===== src/rtl/motion_step_controller.sv =====
// Two-axis step/direction sequencer with CPU/pushbutton ownership arbitration.
// motion_step_axis runs one axis; motion_step_controller synchronizes inputs, arbitrates and muxes requests.

module motion_step_axis #(
    parameter int unsigned STEP_HIGH_CYC = 100,
    parameter int unsigned DIR_SETUP_CYC = 500
) (
    input  logic        clock,
    input  logic        reset,
    input  logic        req_i,
    input  logic        reqDir_i,
    input  logic [31:0] reqPeriod_i,
    output logic        step_o,
    output logic        dir_o,
    output logic        busy_o,
    output logic [31:0] pos_o
);
    typedef enum logic [1:0] {IDLE, SETTLE, STEP_HIGH, STEP_LOW} axisState_e;

    localparam logic [31:0] HighCyc   = 32'(STEP_HIGH_CYC);
    localparam logic [31:0] HighLast  = 32'(STEP_HIGH_CYC - 1);
    localparam logic [31:0] SetupLast = 32'(DIR_SETUP_CYC - 1);

    axisState_e  state_q, state_d;
    logic [31:0] cnt_q, cnt_d;
    logic [31:0] period_q, period_d;
    logic [31:0] pos_q, pos_d;
    logic        dir_q, dir_d;
    logic        step_q, busy_q;
    logic        decide;

    always_comb begin
        state_d  = state_q;
        cnt_d    = cnt_q + 32'd1;
        period_d = period_q;
        pos_d    = pos_q;
        dir_d    = dir_q;
        decide   = 1'b0;

        case (state_q)
            IDLE: decide = 1'b1;
            SETTLE: begin
                if (!req_i) begin
                    state_d = IDLE;
                end else if (reqDir_i != dir_q) begin
                    dir_d = reqDir_i;
                    cnt_d = '0;
                end else if (cnt_q == SetupLast) begin
                    state_d  = STEP_HIGH;
                    cnt_d    = '0;
                    period_d = reqPeriod_i;
                end
            end
            STEP_HIGH: begin
                if (cnt_q == HighLast) begin
                    state_d = STEP_LOW;
                    cnt_d   = '0;
                end
            end
            STEP_LOW: begin
                if (cnt_q == period_q - HighCyc - 32'd1) begin
                    decide = 1'b1;
                end
            end
            default: state_d = IDLE;
        endcase

        // IDLE and the last STEP_LOW cycle share one decision point so back-to-back rises stay exactly one period apart.
        if (decide) begin
            cnt_d   = '0;
            state_d = IDLE;
            if (req_i && (reqDir_i == dir_q)) begin
                state_d  = STEP_HIGH;
                period_d = reqPeriod_i;
            end else if (req_i) begin
                state_d = SETTLE;
                dir_d   = reqDir_i;
            end
        end

        if ((state_d == STEP_HIGH) && (state_q != STEP_HIGH)) begin
            pos_d = dir_q ? (pos_q - 32'd1) : (pos_q + 32'd1);
        end
    end

    always_ff @(posedge clock or posedge reset) begin
        if (reset) begin
            state_q  <= IDLE;
            cnt_q    <= '0;
            period_q <= '0;
            pos_q    <= '0;
            dir_q    <= 1'b0;
            step_q   <= 1'b0;
            busy_q   <= 1'b0;
        end else begin
            state_q  <= state_d;
            cnt_q    <= cnt_d;
            period_q <= period_d;
            pos_q    <= pos_d;
            dir_q    <= dir_d;
            step_q   <= (state_d == STEP_HIGH);
            busy_q   <= (state_d != IDLE);
        end
    end

    assign step_o = step_q;
    assign dir_o  = dir_q;
    assign busy_o = busy_q;
    assign pos_o  = pos_q;
endmodule

module motion_step_controller #(
    parameter int unsigned STEP_HIGH_CYC = 100,
    parameter int unsigned DIR_SETUP_CYC = 500,
    parameter int unsigned MANUAL_PERIOD = 100000,
    parameter int unsigned MIN_PERIOD    = 2 * STEP_HIGH_CYC
) (
    input  logic        clock,
    input  logic        reset,
    input  logic        manual_en,
    input  logic        btn_up,
    input  logic        btn_down,
    input  logic        btn_left,
    input  logic        btn_right,
    input  logic [31:0] cpu_x_speed,
    input  logic [31:0] cpu_y_speed,
    input  logic [31:0] cpu_x_dir,
    input  logic [31:0] cpu_y_dir,
    output logic        x_step,
    output logic        y_step,
    output logic        x_dir,
    output logic        y_dir,
    output logic [31:0] x_pos,
    output logic [31:0] y_pos,
    output logic        x_busy,
    output logic        y_busy,
    output logic        owner_manual
);
    localparam logic [31:0] MinPeriod    = 32'(MIN_PERIOD);
    localparam logic [31:0] ManualPeriod = (MANUAL_PERIOD > MIN_PERIOD) ? 32'(MANUAL_PERIOD) : 32'(MIN_PERIOD);

    logic [4:0]  syncMeta_q, syncOut_q;
    logic        manSync, upSync, downSync, leftSync, rightSync;
    logic        owner_q, owner_d;
    logic        pending;
    logic        xReq, yReq, xReqDir, yReqDir;
    logic [31:0] xPeriod, yPeriod;
    logic        unusedDirBits;

    assign {manSync, upSync, downSync, leftSync, rightSync} = syncOut_q;
    assign pending       = (manSync != owner_q);
    assign unusedDirBits = ^{cpu_x_dir[31:1], cpu_y_dir[31:1]};

    // Ownership only changes once both axes have drained back to IDLE.
    always_comb begin
        owner_d = owner_q;
        if (pending && !x_busy && !y_busy) begin
            owner_d = manSync;
        end
    end

    always_comb begin
        xReq    = 1'b0;
        yReq    = 1'b0;
        xReqDir = 1'b0;
        yReqDir = 1'b0;
        xPeriod = MinPeriod;
        yPeriod = MinPeriod;
        if (!pending) begin
            if (owner_q) begin
                xReq    = leftSync ^ rightSync;
                xReqDir = leftSync;
                xPeriod = ManualPeriod;
                yReq    = upSync ^ downSync;
                yReqDir = upSync;
                yPeriod = ManualPeriod;
            end else begin
                xReq    = (cpu_x_speed != 32'd0);
                xReqDir = cpu_x_dir[0];
                xPeriod = (cpu_x_speed < MinPeriod) ? MinPeriod : cpu_x_speed;
                yReq    = (cpu_y_speed != 32'd0);
                yReqDir = cpu_y_dir[0];
                yPeriod = (cpu_y_speed < MinPeriod) ? MinPeriod : cpu_y_speed;
            end
        end
    end

    always_ff @(posedge clock or posedge reset) begin
        if (reset) begin
            syncMeta_q <= '0;
            syncOut_q  <= '0;
            owner_q    <= 1'b0;
        end else begin
            syncMeta_q <= {manual_en, btn_up, btn_down, btn_left, btn_right};
            syncOut_q  <= syncMeta_q;
            owner_q    <= owner_d;
        end
    end

    motion_step_axis #(
        .STEP_HIGH_CYC(STEP_HIGH_CYC),
        .DIR_SETUP_CYC(DIR_SETUP_CYC)
    ) xAxis (
        .clock      (clock),
        .reset      (reset),
        .req_i      (xReq),
        .reqDir_i   (xReqDir),
        .reqPeriod_i(xPeriod),
        .step_o     (x_step),
        .dir_o      (x_dir),
        .busy_o     (x_busy),
        .pos_o      (x_pos)
    );

    motion_step_axis #(
        .STEP_HIGH_CYC(STEP_HIGH_CYC),
        .DIR_SETUP_CYC(DIR_SETUP_CYC)
    ) yAxis (
        .clock      (clock),
        .reset      (reset),
        .req_i      (yReq),
        .reqDir_i   (yReqDir),
        .reqPeriod_i(yPeriod),
        .step_o     (y_step),
        .dir_o      (y_dir),
        .busy_o     (y_busy),
        .pos_o      (y_pos)
    );

    assign owner_manual = owner_q;
endmodule

===== config.mk =====
export PLATFORM = sky130hd
export DESIGN_NAME = motion_step_controller
export DESIGN_NICKNAME = d
export VERILOG_FILES = /design/src/rtl/motion_step_controller.sv
export SDC_FILE = /design/constraint.sdc
export NUM_CORES = 1
export LEC_CHECK = 0
export ABC_AREA = 1
export BUFFER_PORTS_ARGS = -buffer_cell sky130_fd_sc_hd__buf_2
export CAP_MARGIN = 20
export CORE_MARGIN = 10
export CORE_UTILIZATION = 57
export DETAILED_ROUTE_END_ITERATION = 10
export PLACE_DENSITY_LB_ADDON = 0.15
export SYNTH_ARGS = -nofsm -noshare
export SYNTH_HDL_FRONTEND = slang
export SYNTH_HIERARCHICAL = 1
export SYNTH_SLANG_ARGS = --single-unit
export TNS_END_PERCENT = 1

===== constraint.sdc =====
create_clock -name clock -period 8.9 [get_ports clock]
set_input_delay 0.89 -clock clock [delete_from_list [all_inputs] [get_ports clock]]
set_output_delay 0.89 -clock clock [all_outputs]
set_load 0.02 [all_outputs]

* Yosys cells after proc, flatten, opt, wreduce, memory -nomap -nowiden
Index checks and enable logic that the tools add are counted.
** Storage, ports and cells
- Bits in registers :: 213
** Operators by class
- Mux-type cells :: 72
- Bitwise operators :: 2
- $lt $le $gt $ge :: 2
- $add $sub $neg :: 10
- Reduce and logical (&&, ||, !) cells :: 14
- Eq/ne operators :: 21
** Operator list (number)
- $mux 32 :: 30
- $add 32x1->32 const B :: 4
- $pmux 32 s2 :: 2
- $sub 32x1->32 const B :: 4
- $eq 32x32->1 :: 2
- $eq 32x7->1 const B :: 2
- $eq 32x9->1 const B :: 2
- $lt 32x8->1 const B :: 2
- $reduce_bool 32->1 :: 2
- $sub 32x7->32 const B :: 2
- $mux 1 :: 24
- $mux 2 :: 12
- $eq 2x2->1 const B :: 6
- $pmux 2 s2 :: 2
- $logic_and 1x1->1 :: 6
- $eq 2x1->1 const B :: 2
- $logic_not 2->1 :: 2
- $ne 2x2->1 const B :: 2
- $pmux 1 s2 :: 2
- $reduce_bool 2->1 :: 2
- $ne 1x1->1 :: 3
- $eq 1x1->1 :: 2
- $logic_not 1->1 :: 2
- $xor 1x1->1 :: 2

* Longest topological paths before layout
- Depth in word-level cells :: 10
- Mapped depth :: 25
- Mapped depth without buffers :: 24

* By module
Netlist, hierarchy kept.
** Modules (own cells, without submodules)
- motion_step_axis at xAxis :: times used 1, cells an instance 1133, area each 7788.7 um2
- motion_step_axis at yAxis :: times used 1, cells an instance 1100, area each 7602.3 um2
- motion_step_controller :: times used 1, cells an instance 238, area each 1226.2 um2

* Least setup slack after synthesis
No wires, ideal clock.
- Kind :: register -> register
- Start point :: reg (tool-made name)
- End point :: reg yAxis.pos_q[28] (netlist: yAxis/pos_o[28])
- Stages on the path, launching flop included :: 12
- Library setup time :: 0.117 ns
- Data arrival time :: 3.204 ns
- Buffers on the path :: 0
- Setup slack :: 5.578 ns
- Cell sequence :: dfrtp_1 inv_1 fa_1 o21ai_0 a21oi_1 o21ai_0 a21boi_0 o21bai_1 a21oi_1 xor2_1 nand4_1 nand2_1
** RTL lines
- to (signal assigned) :: line 99 : pos_q <= pos_d;
- to (decl) :: line 27 : logic [31:0] pos_q, pos_d;

* Worst setup path in the final report
- Start point :: reg owner_q (netlist: owner_manual)
- End point :: reg xAxis.pos_q[21] (netlist: xAxis/pos_o[21])
** Between the ends
- Elaborated cells between the ends (all ways) :: 16
- Those cells by class :: 4 x eq/ne; 10 x mux; 2 x reduce/logical
** RTL lines
- from (decl) :: line 144 : logic owner_q, owner_d;
- from (signal assigned) :: line 196 : owner_q <= owner_d;
- $mux 1 / $ne 1x1->1 (equally long branches) :: line 170, 151
- $mux 1 (*) :: line 169 : if (!pending) begin
- net xReq :: line 146 : logic xReq, yReq, xReqDir, yReqDir;
- $mux 2, or another cell as far along :: line 43 : if (!req_i) begin
- $pmux 2 s2 / $mux 2 (equally long branches) :: line 40, 72
- $mux 2 (*) :: line 69 : if (decide) begin
- $eq 2x2->1 (*) :: line 81 : if ((state_d == STEP_HIGH) && (state_q != STEP_HIGH)) begin
- $logic_and 1x1->1 (*) :: line 81
- to (signal assigned) :: line 99
- to (decl) :: line 27
Mark *: on every way through the listed nets, which the timed path passes. The rest lies on a longest branch.
A chain may end at the register's enable or synchronous reset.

==> flow_metrics.tcl <==
set metrics [dict create \
    switching_power_mw 3.66 \
    ys_seq_area_share_pct 32.1 \
    p_leak_nw 9.44 \
    vias_per_cell 5.41 \
    worstPathCellList "nand2_1 -> inv_2 -> nor2_4 -> inv_2 -> o21ai_0 -> a21oi_1 -> nand2_1 -> inv_1 -> nand3_1 -> nand3_1 -> nand2_1 -> nand2_1 -> nand2_2 -> nand3_4 -> nand2_1 -> nand2_1" \
    fmax_mhz 242 \
    netlist_area_mm2 0.0166 \
    m1WireLength_um 21200 \
    tightest_slew_ns 0.783 \
    vias 16200 \
    syn_area_per_cell_um2 6.72 \
    multi_input_area_mm2 0.00965 \
    cts.htree.levels 1 \
    period_minus_slack_ns 4.14 \
    pwr-share-seq_pct 23.2 \
    stdcell_area_mm2 0.0185 \
    top_layer "met4" \
    wl_per_cell_um 15.6 \
    clk_pin_slew_worst_paths_ns 0.06 \
    cts_root_buf "clkbuf_16" \
    p_int_mw 3.49 \
    p_total_mw 7.14 \
    worstSetupPathType "register to register" \
    worstSetupEndpointType "register" \
    placed_cells 2951 \
    final_nets 2808 \
    synth_cell_types 48 \
    place.gp.congestion 0.937 \
    die_area_mm2 0.0364 \
    drv_cap 0 \
    routed-wl-met2_um 22000 \
    worst-path-buf-inv 3 \
    tns_ns 0 \
    switching_share_pct 51.2 \
    synth_ff_type "dfrtp_1" \
    syn_to_final_growth_pct 11.6 \
    hold_viol_final 0 \
    track_usage_pct 25.1 \
    seq_area_mm2 0.00533 \
    routed_wl_um 46800 \
    rows 62 \
    grt-ovfl-total 0 \
    initial_core_util_pct 57.9 \
    grt_max_degree 84 \
    grt_pass1_wl_um 76800 \
    cts.path.max_buffers 3 \
    first_global_vias 15700 \
    layout-drive-gt1-share_pct 9.29 \
    synth_edf_count 0 \
    n_fill_cell 2695 \
    synthTopCellsByArea "dfrtp_1 (32%), nand2_1 (15%), inv_1 (7.7%)" \
    core_mm2 0.0287 \
    crit_required_ns 9.37 \
    io_buffers 143 \
    synth-seq-cells 213 \
    place_ws_ns 4.55 \
    die_h_um 191 \
    synth_warnings 6 \
    cts.repair.resized 0 \
    dp_hpwl_um 35000 \
    p_comb_share_pct 60.5 \
    post-route-period-util_pct 46.5 \
    drcViolationCount 0 \
    rsz0062_at_grt "false" \
    drt-initial-drc-count 1220 \
    io_pins 206 \
    drtPass1Iterations 7 \
    hold_path.class "input pin to asynchronous set/reset pin" \
    crit_family "simple AND/OR/NAND/NOR gates" \
    async_reset_ff_share_pct 100 \
    ir_drop_mv 0.256 \
    antenna_found_initial 2 \
    slew_headroom_pct 47.6 \
    final_common_cell "nand2_1" \
    clock_latency_ns 0.54 \
    syn-num-nets 2682 \
    layout_common_cells "nand2_1 (660), inv_1 (340), nor2_1 (337), dfrtp_1 (213), buf_2 (143)" \
    worstSetupStartpointType "register" \
    wl_met3_um 2270 \
    clkSinkCount 213 \
    cp_data_arrival_time_ns 4.61 \
    holdWs_ns 0.339 \
    placed_area_mm2 0.0175 \
    fin_skew_ns 0.0112 \
    fin_ws_ns 4.76 \
    final_cells 3002 \
    drv_slew 0 \
    cts-buffers-inserted 26 \
    synth.top_cell.area_share_pct 32.1 \
    clkPwrFrac_pct 16.3 \
    antenna_left 0 \
    die_w_um 191 \
    max_stage_delay_ns 0.58 \
    worst_path_max_delay_cell "dfrtp_1" \
    synth_area_leader_cell "dfrtp_1" \
    status "finished, final reports clean" \
    cts_hold_buffers 0 \
    path_common_cell "nand2_1" \
    setup_viol 0 \
    crit_fanout 36 \
    cts_setup_buffers 0 \
    finish.utilization_pct 64.6 \
    reg2reg_setup_slack_ns 4.76 \
    cts_tree "built" \
    power_density_mw_per_mm2 385 \
    syn_inst 2471 \
]
-- power by group through the flow --
stage | Combinational (mW) | Sequential (mW) | Clock (mW)
final | 4.32 | 1.66 | 1.16
after global routing | 4.89 | 1.69 | 1.23
after detailed placement | 4.25 | 1.65 | 0
after global placement | 4.16 | 1.65 | 0
after CTS | 4.28 | 1.65 | 1.19
after floorplan | 3.16 | 1.76 | 0
-- layer usage --
| metal | vias up | track usage (%) |
|---|---|---|
| met4 | 0 | 8.15 |
| met2 | 421 | 41.5 |
| met3 | 75 | 3.05 |
| met5 | - | 0 |
| met1 | 7559 | 33.5 |
| li1 | 8194 | - |
-- worst paths after layout --
check                                               from                     endpoint  cells past startpoint
max in group asynchronous                          reset  yAxis/pos_o[31]$_DFFE_PP0P_                      3
worst min register to register   syncMeta_q[1]$_DFF_PP0_       syncOut_q[1]$_DFF_PP0_                      0
worst max-delay path            owner_manual$_DFFE_PP0P_  xAxis/pos_o[21]$_DFFE_PP0P_                     16
worst min-delay path                               reset  xAxis/pos_o[11]$_DFFE_PP0P_                      2
worst max register to register  owner_manual$_DFFE_PP0P_  xAxis/pos_o[21]$_DFFE_PP0P_                     16
min in group clock               syncMeta_q[1]$_DFF_PP0_       syncOut_q[1]$_DFF_PP0_                      0
-- worst register-to-register path, cell delays in order (launching register included) --
cell and delay, ns:
dfrtp_1 0.58, nand2_1 0.54, inv_2 0.33, nor2_4 0.07, inv_2 0.12, o21ai_0 0.14, a21oi_1 0.40, nand2_1 0.24
inv_1 0.12, nand3_1 0.08, nand3_1 0.07, nand2_1 0.05, nand2_1 0.07, nand2_2 0.44, nand3_4 0.61, nand2_1 0.13
nand2_1 0.08
-- kinds of logic after synthesis --
kind of cell / share of synthesized area (%)
DFF: 32.1
AOI/OAI and AO/OA: 9.68
adders and majority gates: 5.81
buffers and inverters: 9.92
xor gates and xnor gates: 7.33
and+or+nand+nor: 35.2
-- state kept, by name, indices dropped and copies added, names as in the netlist, named ones only --
name / count
xAxis/cnt_q: 32
xAxis/period_q: 32
xAxis/pos_o: 32
yAxis/cnt_q: 32
yAxis/period_q: 32
yAxis/pos_o: 32
syncMeta_q: 5
syncOut_q: 5
xAxis/state_q: 2
yAxis/state_q: 2
owner_manual: 1
xAxis/busy_o: 1
xAxis/step_o: 1
yAxis/busy_o: 1
yAxis/step_o: 1
-- Yosys cell counts (all sizes together) (55+ instances only) --
cell,count
ha,74
a21oi,122
nor2,352
o21ai,137
nand4,106
nand3,118
dfrtp,213
xor2,95
inv,345
nand2,677
nor3,55
-- cell type report --
class                      count  area share, %
sequential                   213           28.7
antenna                        2         0.0270
tap                          384           2.59
multi-input combinational   1856           52.0
inverter                     347           7.08
timing repair buffer         153           4.48
clock inverter                 8          0.924
clock buffer                  39           4.16
Note: power is estimated with default switching activity, not from simulation.
